## src/rtl/sc_jug_move_pkg.sv

```systemverilog
// Shared state encoding and shift-command constants for the player movement controller.
package sc_jug_move_pkg;

    typedef enum logic [2:0] {
        IDLE     = 3'd0,
        L_FIRST  = 3'd1,
        L_REPEAT = 3'd2,
        R_FIRST  = 3'd3,
        R_REPEAT = 3'd4,
        BLOCKED  = 3'd5
    } move_state_e;

    localparam logic [1:0] SHIFT_NONE  = 2'b00;
    localparam logic [1:0] SHIFT_LEFT  = 2'b01;
    localparam logic [1:0] SHIFT_RIGHT = 2'b10;

endpackage

```

## src/rtl/sc_jug_debounce.sv

```systemverilog
// Two-flop synchronizer plus debouncer for one raw active-low push-button.
module sc_jug_debounce
    import sc_jug_move_pkg::*;
#(
    parameter int unsigned DEBOUNCE_CYCLES = 1000000,
    parameter int unsigned CNT_WIDTH       = 25
) (
    input  logic clk,
    input  logic rst,
    input  logic btn_n,
    output logic pressed
);

    logic                 sync1_q, sync1_d;
    logic                 sync2_q, sync2_d;
    logic                 acc_q, acc_d;
    logic                 pressed_q, pressed_d;
    logic [CNT_WIDTH-1:0] cnt_q, cnt_d;

    always_comb begin
        sync1_d   = btn_n;
        sync2_d   = sync1_q;
        acc_d     = acc_q;
        cnt_d     = '0;
        // Extra stage between accepted level and FSM sets the press-to-pulse latency.
        pressed_d = ~acc_q;
        if (sync2_q != acc_q) begin
            if (cnt_q == CNT_WIDTH'(DEBOUNCE_CYCLES - 1)) begin
                acc_d = sync2_q;
            end else begin
                cnt_d = cnt_q + CNT_WIDTH'(1);
            end
        end
    end

    always_ff @(posedge clk) begin
        if (rst) begin
            sync1_q   <= 1'b1;
            sync2_q   <= 1'b1;
            acc_q     <= 1'b1;
            cnt_q     <= '0;
            pressed_q <= 1'b0;
        end else begin
            sync1_q   <= sync1_d;
            sync2_q   <= sync2_d;
            acc_q     <= acc_d;
            cnt_q     <= cnt_d;
            pressed_q <= pressed_d;
        end
    end

    assign pressed = pressed_q;

endmodule

```

## src/rtl/sc_jug_move_ctrl.sv

```systemverilog
// Hold/auto-repeat movement controller issuing one-cycle shift commands to the position register.
module sc_jug_move_ctrl
    import sc_jug_move_pkg::*;
#(
    parameter int unsigned DEBOUNCE_CYCLES = 1000000,
    parameter int unsigned REPEAT_DELAY    = 25000000,
    parameter int unsigned REPEAT_PERIOD   = 12500000,
    parameter int unsigned CNT_WIDTH       = 25
) (
    input  logic       SC_JUGMOVE_CLOCK_50,
    input  logic       SC_JUGMOVE_RESET_InHigh,
    input  logic       SC_JUGMOVE_left_InLow,
    input  logic       SC_JUGMOVE_right_InLow,
    input  logic       SC_JUGMOVE_enable_InHigh,
    output logic [1:0] SC_JUGMOVE_shiftselection_OutBUS
);

    localparam logic [CNT_WIDTH-1:0] DELAY_LAST  = CNT_WIDTH'(REPEAT_DELAY - 1);
    localparam logic [CNT_WIDTH-1:0] PERIOD_LAST = CNT_WIDTH'(REPEAT_PERIOD - 1);

    logic                 pl, pr;
    move_state_e          state_q, state_d;
    logic [CNT_WIDTH-1:0] rep_q, rep_d;
    logic [1:0]           shift_q, shift_d;
    logic [CNT_WIDTH-1:0] rep_last;

    sc_jug_debounce #(.DEBOUNCE_CYCLES(DEBOUNCE_CYCLES), .CNT_WIDTH(CNT_WIDTH)) u_deb_left (
        .clk     (SC_JUGMOVE_CLOCK_50),
        .rst     (SC_JUGMOVE_RESET_InHigh),
        .btn_n   (SC_JUGMOVE_left_InLow),
        .pressed (pl)
    );

    sc_jug_debounce #(.DEBOUNCE_CYCLES(DEBOUNCE_CYCLES), .CNT_WIDTH(CNT_WIDTH)) u_deb_right (
        .clk     (SC_JUGMOVE_CLOCK_50),
        .rst     (SC_JUGMOVE_RESET_InHigh),
        .btn_n   (SC_JUGMOVE_right_InLow),
        .pressed (pr)
    );

    always_comb begin
        state_d  = state_q;
        rep_d    = '0;
        shift_d  = SHIFT_NONE;
        rep_last = (state_q == L_FIRST || state_q == R_FIRST) ? DELAY_LAST : PERIOD_LAST;
        if (!SC_JUGMOVE_enable_InHigh) begin
            state_d = IDLE;
        end else begin
            case (state_q)
                IDLE: begin
                    if (pl && !pr) begin
                        state_d = L_FIRST;
                        shift_d = SHIFT_LEFT;
                    end else if (pr && !pl) begin
                        state_d = R_FIRST;
                        shift_d = SHIFT_RIGHT;
                    end else if (pl && pr) begin
                        state_d = BLOCKED;
                    end
                end
                L_FIRST, L_REPEAT: begin
                    if (!pl) begin
                        state_d = IDLE;
                    end else if (pr) begin
                        state_d = BLOCKED;
                    end else if (rep_q == rep_last) begin
                        state_d = L_REPEAT;
                        shift_d = SHIFT_LEFT;
                    end else begin
                        rep_d = rep_q + CNT_WIDTH'(1);
                    end
                end
                R_FIRST, R_REPEAT: begin
                    if (!pr) begin
                        state_d = IDLE;
                    end else if (pl) begin
                        state_d = BLOCKED;
                    end else if (rep_q == rep_last) begin
                        state_d = R_REPEAT;
                        shift_d = SHIFT_RIGHT;
                    end else begin
                        rep_d = rep_q + CNT_WIDTH'(1);
                    end
                end
                BLOCKED: begin
                    if (!pl && !pr) begin
                        state_d = IDLE;
                    end
                end
                default: state_d = IDLE;
            endcase
        end
    end

    always_ff @(posedge SC_JUGMOVE_CLOCK_50) begin
        if (SC_JUGMOVE_RESET_InHigh) begin
            state_q <= IDLE;
            rep_q   <= '0;
            shift_q <= SHIFT_NONE;
        end else begin
            state_q <= state_d;
            rep_q   <= rep_d;
            shift_q <= shift_d;
        end
    end

    assign SC_JUGMOVE_shiftselection_OutBUS = shift_q;

endmodule

```

## config.mk

```make
export PLATFORM = sky130hd
export DESIGN_NAME = sc_jug_move_ctrl
export DESIGN_NICKNAME = d
export VERILOG_FILES = /design/src/rtl/sc_jug_move_pkg.sv /design/src/rtl/sc_jug_debounce.sv /design/src/rtl/sc_jug_move_ctrl.sv
export SDC_FILE = /design/constraint.sdc
export NUM_CORES = 1
export LEC_CHECK = 0
export BUFFER_PORTS_ARGS = -buffer_cell sky130_fd_sc_hd__buf_2
export CAP_MARGIN = 20
export CORE_MARGIN = 2
export CORE_UTILIZATION = 65
export CTS_CLUSTER_DIAMETER = 60
export DETAILED_ROUTE_END_ITERATION = 10
export PLACE_DENSITY = 0.9
export REMOVE_ABC_BUFFERS = 1
export SYNTH_ARGS = -nofsm -noshare
export SYNTH_HDL_FRONTEND = slang
export SYNTH_SLANG_ARGS = --single-unit
```

## constraint.sdc

```tcl
create_clock -name SC_JUGMOVE_CLOCK_50 -period 4.5 [get_ports SC_JUGMOVE_CLOCK_50]
set_clock_uncertainty 0.05 [all_clocks]
set_input_delay 0.9 -clock SC_JUGMOVE_CLOCK_50 [delete_from_list [all_inputs] [get_ports SC_JUGMOVE_CLOCK_50]]
set_output_delay 0.9 -clock SC_JUGMOVE_CLOCK_50 [all_outputs]
set_load 0.01 [all_outputs]
```

## Word level (Yosys, flattened, before mapping)

Index checks and enable logic that the tools add are counted.

| word-level totals | value |
|---|---|
| bits in registers | 88 |
| output and inout bits | 2 |
| input bits | 5 |
| ROM bits | 0 |
| logic and storage cells | 78 |
| memories | 0 |
| latch bits | 0 |
| memory bits (writable) | 0 |

| cells by class | value |
|---|---|
| eq/ne operators | 14 |
| bitwise gates (word level) | 5 |
| $lt $le $gt $ge | 0 |
| multipliers | 0 |
| reductions and logical operators | 16 |
| muxes and demuxes | 27 |
| shift-type cells | 0 |
| $add $sub $neg | 3 |
| div/mod/pow operators | 0 |

Operator list:

| operator | number |
|---|---|
| 2-to-1 mux 25 bit | 6 |
| adder 25 x 1 -> 25 bit, second input constant | 3 |
| == test 25 x 20 -> 1 bit, second input constant | 2 |
| case mux 25 bit (2 select lines) | 1 |
| 2-to-1 mux 3 bit | 10 |
| == test 25 bit | 1 |
| case mux 3 bit (4 select lines) | 1 |
| 2-to-1 mux 2 bit | 5 |
| inequality test 4 bit, second input constant | 2 |
| == test 3 x 2 -> 1 bit, second input constant | 2 |
| == test 3 bit, second input constant | 2 |
| case mux 2 bit (3 select lines) | 1 |
| OR reduction 2 bit | 3 |
| OR reduction 3 bit | 2 |
| inverter 1 bit | 5 |
| logical AND 1 bit | 4 |
| inequality test 4 x 3 -> 1 bit, second input constant | 1 |
| AND reduction 2 bit | 2 |
| AND reduction 4 bit | 1 |
| == test 3 x 1 -> 1 bit, second input constant | 1 |
| zero test 3 bit | 1 |
| 2-to-1 mux 1 bit | 3 |
| zero test 1 bit | 2 |
| inequality test 1 bit | 2 |
| other kinds (2) | 2 |

## Depth between registers and ports, before layout

Gate-level depths: netlist (run 1).

| logic depth | value |
|---|---|
| depth in word-level cells | 8 |
| depth in mapped cells | 8 |
| mapped depth without buffers | 7 |

## Hierarchy

A second synthesis (run 1) with hierarchy kept.

| unflattened totals | value |
|---|---|
| cells, all modules | 507 |
| area total of the unflattened synthesis | 4367.9 µm² |

Modules (own cells, without submodules):

| module | area an instance (µm²) | times used | sequential area each (µm²) | cells each |
|---|---|---|---|---|
| sc_jug_debounce | 1325.0 | 2 | 580.6 | 152 |
| sc_jug_move_ctrl | 1717.9 | 1 | 600.6 | 203 |

## Worst setup path after synthesis (run 1)

OpenSTA, ideal clock, no wires.

| timing path | value |
|---|---|
| path kind | input to register |
| start | input port SC_JUGMOVE_RESET_InHigh |
| end | register state_q[1] |
| path buffers | 1 |
| stages | 6 |
| setup time | 75 ps |
| path slack | 2450 ps |
| arrival | 1925 ps |
| required time | 4375 ps |
| path through | clkbuf_1 nor2b_1 nand2_1 a211oi_1 o31ai_1 o22ai_1 |

| on the way | value |
|---|---|
| longest elaborated chain between the ends | 1 |

Ends and longest elaborated chain:

| what | line | RTL |
|---|---|---|
| start: declaration | sc_jug_move_ctrl.sv:11 | `input logic SC_JUGMOVE_RESET_InHigh,` |
| OR reduction 2 bit (no source line) | -- |  |
| end signal: assignment | sc_jug_move_ctrl.sv:101 | `state_q <= state_d;` |
| end: declaration | sc_jug_move_ctrl.sv:22 | `move_state_e state_q, state_d;` |

No other way between the ends.
A chain may end at the register's enable or synchronous reset.

## Worst setup path in the final report (run 1)

| timing path | value |
|---|---|
| start | register state_q[0] |
| end | register rep_q[2] |

| on the way | value |
|---|---|
| longest elaborated chain between the ends | 8 |
| elaborated cells between the ends (all ways) | 15 |
| those cells by class | 5 x eq/ne; 7 x mux; 3 x reduce/logical |

Ends and longest elaborated chain:

| what | line | RTL |
|---|---|---|
| == test 3 x 1 -> 1 bit or == test 3 x 2 -> 1 bit (tied branches) | sc_jug_move_ctrl.sv:45, sc_jug_move_ctrl.sv:49 |  |
| logical OR 1 bit | sc_jug_move_ctrl.sv:45 | `rep_last = (state_q == L_FIRST \|\| state_q == R_FIRST) ? DELAY_LAST : PERIOD_LAST;` |
| 2-to-1 mux 25 bit | sc_jug_move_ctrl.sv:45 |  |
| == test 25 bit | sc_jug_move_ctrl.sv:66, sc_jug_move_ctrl.sv:78 |  |
| 2-to-1 mux 25 bit | sc_jug_move_ctrl.sv:66, sc_jug_move_ctrl.sv:78 |  |
| 2-to-1 mux 25 bit (on tied branches) | sc_jug_move_ctrl.sv:76, sc_jug_move_ctrl.sv:64 |  |
| 2-to-1 mux 25 bit (on tied branches) | sc_jug_move_ctrl.sv:74, sc_jug_move_ctrl.sv:62 |  |
| case mux 25 bit (2 select lines) (*) | sc_jug_move_ctrl.sv:49 | `case (state_q)` |
| end signal: assignment | sc_jug_move_ctrl.sv:102 | `rep_q <= rep_d;` |
| end: declaration | sc_jug_move_ctrl.sv:23 | `logic [CNT_WIDTH-1:0] rep_q, rep_d;` |

Every way passes the cells marked *; elsewhere a longest branch is shown, timed or not.

==> impl_metrics.yaml, run 1 <==
power:
  power_mw: 1.40
  p_leak_nw: 1.36
  power_density_nw_per_um2: 315
  ir_worst_vdd_v: 0.000210
routing:
  dr.pass1.iters: 4
  num_vias: 3241
  drtAntennaViolNets: 0
  vias_per_cell: 5.79
  drc_errors: 0
  finalWirelength_mm: 7.80
  drtIter0Drc: 165
  route.detailed.wl_per_inst_um: 13.9
sta:
  maxSlewViolCount: 0
  finalHoldViolCount: 0
  fmax_mhz: 407
  setup_violations: 0
  worst_pin_slew_ns: 0.946
  maxSlewHeadroom: 0.368
  rsz0062_at_grt: "no"
  final.min_clock_period_ns: 2.46
  period_share: 0.546
  finalSetupTns_ns: 0
  hold_ws_ns: 0.366
logic_synthesis:
  synth_area_um2: 4210
  synthTopCellsByArea: "dfxtp_1 (42%), nor2_1 (7.9%), xnor2_1 (7.5%)"
  yosysWarningCount: 0
  netlist_instances: 478
  ys.flop_type: "dfxtp_1"
  ys_seq_area_frac: 0.419
  synth.avg_cell_area_um2: 8.80
  synth_top_area_share: 0.419
  async_reset_ff_frac: 0
  synth_top_area_cell: "dfxtp_1"
  synth.ff_latch_count: 88
  synth_edf_count: 0
  synth.distinct_cells: 53
grt:
  grt_overflow_total: 0
  grt.total_usage: 0.235
  grt_pass1_wl_mm: 13.9
  grt_max_degree: 26
  grt_antenna_before_repair: 0
  grt_pass1_vias: 3240
floorplanning:
  dieArea_um2: 7130
  coreArea_um2: 6310
  ios: 7
  rows: 29
  die_h_um: 84.4
  start_util: 0.666
  chipWidth_um: 84.4
clock_tree:
  clkSinkCount: 88
  cts_buffer_depth: 2
  htree_num_levels: 3
  post_cts_buffers: 0
  ctsResizeCount: 0
  clock-root-buffer: "clkbuf_8"
  cts_tree: "built"
  path_clk_slew_ns: 0.09
  insertion_delay_ns: 0.36
  numCtsBuffers: 9
  cts_hold_buf: 0
critical_path:
  worstPathMaxFanout: 25
  crit_required_ns: 4.71
  path_cells: "nand2b_4 > and3_1 > o2111ai_4 > nand3b_1 > nor2_1"
  end_kind: "flop"
  criticalPathCategory: "reg -> reg"
  crit_arrival_ns: 2.67
  start_kind: "flop"
  cpMaxStageDelayCell: "nand3b_1"
  slowest_delay_ns: 0.70
final_layout:
  diodes: 0
  drive_gt1_frac: 0.0745
  fin_nets: 491
  finalNonFillerCells: 560
  final_util: 0.707
  area_delta_synth_final_pct: 6.13
worst_hold_path:
  hold_class: "reg -> reg"
placement:
  post-dp-hpwl_mm: 5.32
  placed_cells: 544
  gp_congestion: 0.918
  io_buffers: 6
run:
  drv_cap: 0
outcome:
  status: "completed"
==> per-stage QoR <==
step / setup WS (ns) / area (um2)
final: 2.04 / 4460
after global placement: 2.09 / 4240
after global routing: 1.75 / 4460
after detailed placement: 1.97 / 4240
after CTS: 2.05 / 4460
after floorplan: 2.51 / 4110
==> flip-flops by register name, indices dropped and copies added (netlist names) <==
register,count
SC_JUGMOVE_shiftselection_OutBUS,2
rep_q,25
state_q,3
u_deb_left.acc_q,1
u_deb_left.cnt_q,25
u_deb_left.pressed,1
u_deb_left.sync1_q,1
u_deb_left.sync2_q,1
u_deb_right.acc_q,1
u_deb_right.cnt_q,25
u_deb_right.pressed,1
u_deb_right.sync1_q,1
u_deb_right.sync2_q,1
==> where the power goes <==
part           switching, mW  internal (mW)  total [mW]  leakage [nW]
registers            0.00112          0.780       0.781         0.710
clock network          0.291          0.319       0.611         0.112
logic                0.00778        0.00402      0.0118         0.542
==> layer usage <==
layer | share of wire | track usage | routed length [um]
met5 | 0 | 0 | 0
met4 | 0.015 | 0.0981 | 120
met3 | 0.043 | 0.0639 | 338
met1 | 0.46 | 0.298 | 3590
met2 | 0.48 | 0.379 | 3750
==> cells in the mapped netlist (2+ instances only) <==
| library cell | count |
|---|---|
| a21oi_1 | 4 |
| or4_1 | 2 |
| o31ai_1 | 2 |
| inv_1 | 15 |
| nor4_1 | 12 |
| nor2b_1 | 6 |
| and3_1 | 8 |
| or2_2 | 6 |
| nand3b_1 | 3 |
| a211oi_1 | 4 |
| and4_1 | 10 |
| a31oi_1 | 2 |
| nand4_1 | 16 |
| nor2_1 | 89 |
| nand3_1 | 32 |
| a211o_1 | 3 |
| nor4b_1 | 2 |
| buf_4 | 4 |
| clkbuf_1 | 6 |
| xnor2_1 | 36 |
| buf_2 | 6 |
| and2_1 | 5 |
| nand2_1 | 27 |
| mux2i_1 | 2 |
| ha_1 | 8 |
| dfxtp_1 | 88 |
| nand2b_1 | 5 |
| o211ai_1 | 2 |
| nor3b_1 | 2 |
| xor2_1 | 35 |
| nor3_1 | 13 |
| nor4_2 | 2 |
==> worst max-delay path, delay by kind of cell (launching register included) <==
| family | cells | cell delay [ns] |
|---|---|---|
| AO/OA/AOI/OAI | 1 | 0.29 |
| AND/OR/NAND/NOR | 4 | 1.35 |
| flip-flops | 1 | 0.66 |
==> worst paths after layout <==
check	startpoint	to	slack [ns]	depth (start not counted)
worst max-delay path	state_q[0]$_SDFFE_PP0P_	rep_q[2]$_SDFF_PP0_	2.04	5
worst min register to register	u_deb_left.sync1_q$_SDFF_PP1_	u_deb_left.sync2_q$_SDFF_PP1_	0.37	1
worst max register to register	state_q[0]$_SDFFE_PP0P_	rep_q[2]$_SDFF_PP0_	2.04	5
worst min-delay path	u_deb_left.sync1_q$_SDFF_PP1_	u_deb_left.sync2_q$_SDFF_PP1_	0.37	1
==> cells in the final DEF, fill, tap and decap left out, drive strengths merged, types with 3 or more instances in the layout <==
cell type / instances
a211o: 3
xor2: 35
dfxtp: 88
a21oi: 4
ha: 8
nand3: 32
and3: 8
and2: 6
a211oi: 4
nor2b: 6
nor2: 89
nand2: 27
xnor2: 36
inv: 18
nor4b: 4
nand3b: 3
nor4: 15
buf: 6
and4: 10
nor3: 13
clkbuf: 9
or2: 6
nand2b: 6
nand4: 16
==> cell families (layout without fill, tap and decap cells) <==
group | count (synthesis) | in the layout | synth area share
compound gates | 25 | 25 | 0.0479
buf+inv | 32 | 37 | 0.0357
xor+xnor | 71 | 71 | 0.148
simple gates | 252 | 252 | 0.321
mux | 2 | 2 | 0.00476
fa+ha+maj | 8 | 8 | 0.0238
flops | 88 | 88 | 0.419
==> cell type report <==
class                           count  area, um2
Sequential cell                    88       1760
Fill cell                         459       1850
Multi-Input combinational cell    358       2290
Timing Repair Buffer                6       30.0
Inverter                           15       56.3
Clock buffer                        9        124
Clock inverter                      7        101
Tap cell                           77       96.3
No activity file was read; power rests on OpenSTA's default activity.
==> inputs of run 2 (changes only) <==
- CORE_UTILIZATION: 65 -> 62
- PLACE_DENSITY: 0.9 -> 0.87
- clock period: 4.5 -> 2.4 ns (I/O delays scaled with it)
==> run 2 against run 1 <==
Against the previous run:
- register-to-register slack worse by 1.8 ns
- power is 83% higher
- count of clock-buffer cells in the layout is 1 higher
- critical path type unchanged
- wire length is 4.0% lower
==> impl_metrics.yaml, run 2 (same netlist as run 1, synthesis figures left out) <==
outcome:
  status: "completed"
floorplanning:
  ios: 7
  chipWidth_um: 86.4
  die_h_um: 86.4
  rows: 30
  dieArea_um2: 7460
  coreArea_um2: 6680
  start_util: 0.629
routing:
  route.detailed.wl_per_inst_um: 13.3
  dr.pass1.iters: 4
  vias_per_cell: 5.69
  drtAntennaViolNets: 0
  finalWirelength_mm: 7.49
  drc_errors: 0
  num_vias: 3211
  drtIter0Drc: 211
sta:
  finalHoldViolCount: 0
  worst_pin_slew_ns: 0.647
  final.min_clock_period_ns: 2.18
  finalSetupTns_ns: 0
  maxSlewViolCount: 0
  fmax_mhz: 459
  rsz0062_at_grt: "no"
  maxSlewHeadroom: 0.565
  period_share: 0.908
  setup_violations: 0
clock_tree:
  cts_hold_buf: 0
  post_cts_buffers: 0
  cts_tree: "built"
  htree_num_levels: 3
  numCtsBuffers: 9
  insertion_delay_ns: 0.35
  path_clk_slew_ns: 0.08
  clkSinkCount: 88
  clock-root-buffer: "clkbuf_8"
  cts_buffer_depth: 2
  ctsResizeCount: 0
final_layout:
  final_cell_mix: "nor2_1 (89), dfxtp_1 (88), xnor2_1 (36)"
  area_delta_synth_final_pct: 6.49
  fin_nets: 495
  final_area_um2: 4480
  diodes: 0
  drive_gt1_frac: 0.0764
  final_common_cell: "nor2_1"
  final_util: 0.670
  largestRegisters: "rep_q x25, u_deb_left.cnt_q x25, u_deb_right.cnt_q x25"
critical_path:
  start_kind: "flop"
  cpMaxStageDelayCell: "or4_1"
  crit_required_ns: 2.59
  crit-reg2reg-capture: "state_q[0]$_SDFFE_PP0P_"
  worstPathMaxFanout: 8
  r2r-start: "u_deb_right.pressed$_SDFF_PP0_"
  end_kind: "flop"
  reg2regPathDepth: 7
  criticalPathCategory: "reg -> reg"
  slowest_delay_ns: 0.47
  rrSetupSlack_ns: 0.22
  path_cells: "inv_1 > ha_1 > or4_1 > a21oi_1 > nor4_1 > a31oi_1 > nand3_1"
  crit_arrival_ns: 2.37
grt:
  grt_pass1_wl_mm: 12.9
  grt_overflow_total: 0
  grt_antenna_before_repair: 0
  grt.total_usage: 0.213
  grt_util_met3: 0.0648
  met1_usage: 0.258
  gr-usage-met2: 0.369
  busiest_layer: "met2"
  grt_pass1_vias: 2981
  grt_max_degree: 26
power:
  power_mw: 2.57
  ir_worst_vdd_v: 0.000329
  power_density_nw_per_um2: 574
  p_leak_nw: 1.37
run:
  drv_cap: 0
placement:
  gp_congestion: 0.891
  io_buffers: 6
  post-dp-hpwl_mm: 5.13
  placed_area_um2: 4270
worst_hold_path:
  min_to: "u_deb_right.sync1_q$_SDFF_PP1_"
  min-delay-start: "SC_JUGMOVE_right_InLow"
  hold_class: "in -> reg"
  hold_depth: 2
==> run 2: cell types whose count changed in the layout (fill, tap and decap cells not counted), sizes merged <==
cell | previous run | this run
inv | 18 | 15
clkinvlp | 1 | 0
clkbuf | 9 | 10
buf | 6 | 10
==> run 2: metal layers <==
metal | up-vias | wire length [um]
met4 | 0 | 57
met1 | 1489 | 3480
li1 | 1639 | -
met2 | 78 | 3600
met3 | 5 | 349
met5 | - | 0
==> run 2: report_power, final <==
group	total (mW)	internal, mW	switching (mW)	leakage [nW]
Clock	1.08	0.600	0.480	0.104
Combinational	0.0243	0.00914	0.0152	0.561
Sequential	1.46	1.46	0.00219	0.710
==> run 2: final cells by class <==
cell class / count / area [um2]
multi-input combinational: 358 / 2290
fill: 538 / 2200
sequential: 88 / 1760
clock buffer: 10 / 138
tap: 80 / 100
clock inverter: 3 / 68.8
timing repair buffer: 10 / 60.1
inverter: 15 / 56.3
==> run 2: critical path, delay by kind of cell (launching register included) <==
kind	cells	cell delay (ns)
simple gates	3	0.65
compound gates	2	0.48
flops	1	0.45
fa+ha+maj	1	0.33
buf+inv	1	0.12
==> run 2: worst max path at each step <==
stage                                      end  slack [ns]                      startpoint
2_1_floorplan          state_q[0]$_SDFFE_PP0P_        0.41  u_deb_right.pressed$_SDFF_PP0_
3_3_place_gp           state_q[0]$_SDFFE_PP0P_        0.33  u_deb_right.pressed$_SDFF_PP0_
3_5_place_dp           state_q[0]$_SDFFE_PP0P_        0.25  u_deb_right.pressed$_SDFF_PP0_
4_1_cts        u_deb_left.cnt_q[22]$_SDFF_PP0_        0.24  u_deb_left.cnt_q[0]$_SDFF_PP0_
5_1_grt                state_q[0]$_SDFFE_PP0P_        0.04  u_deb_right.pressed$_SDFF_PP0_
6_report               state_q[0]$_SDFFE_PP0P_        0.22  u_deb_right.pressed$_SDFF_PP0_
==> run 2: through the flow <==
| step | hold WS, ns | std cells | setup WS, ns |
|---|---|---|---|
| after CTS | 0.241 | 564 | 0.241 |
| after global placement | 0.354 | 551 | 0.327 |
| after detailed placement | 0.359 | 551 | 0.249 |
| final | 0.261 | 564 | 0.222 |
| after floorplan | 0.339 | 461 | 0.409 |
| after global routing | 0.250 | 564 | 0.0400 |
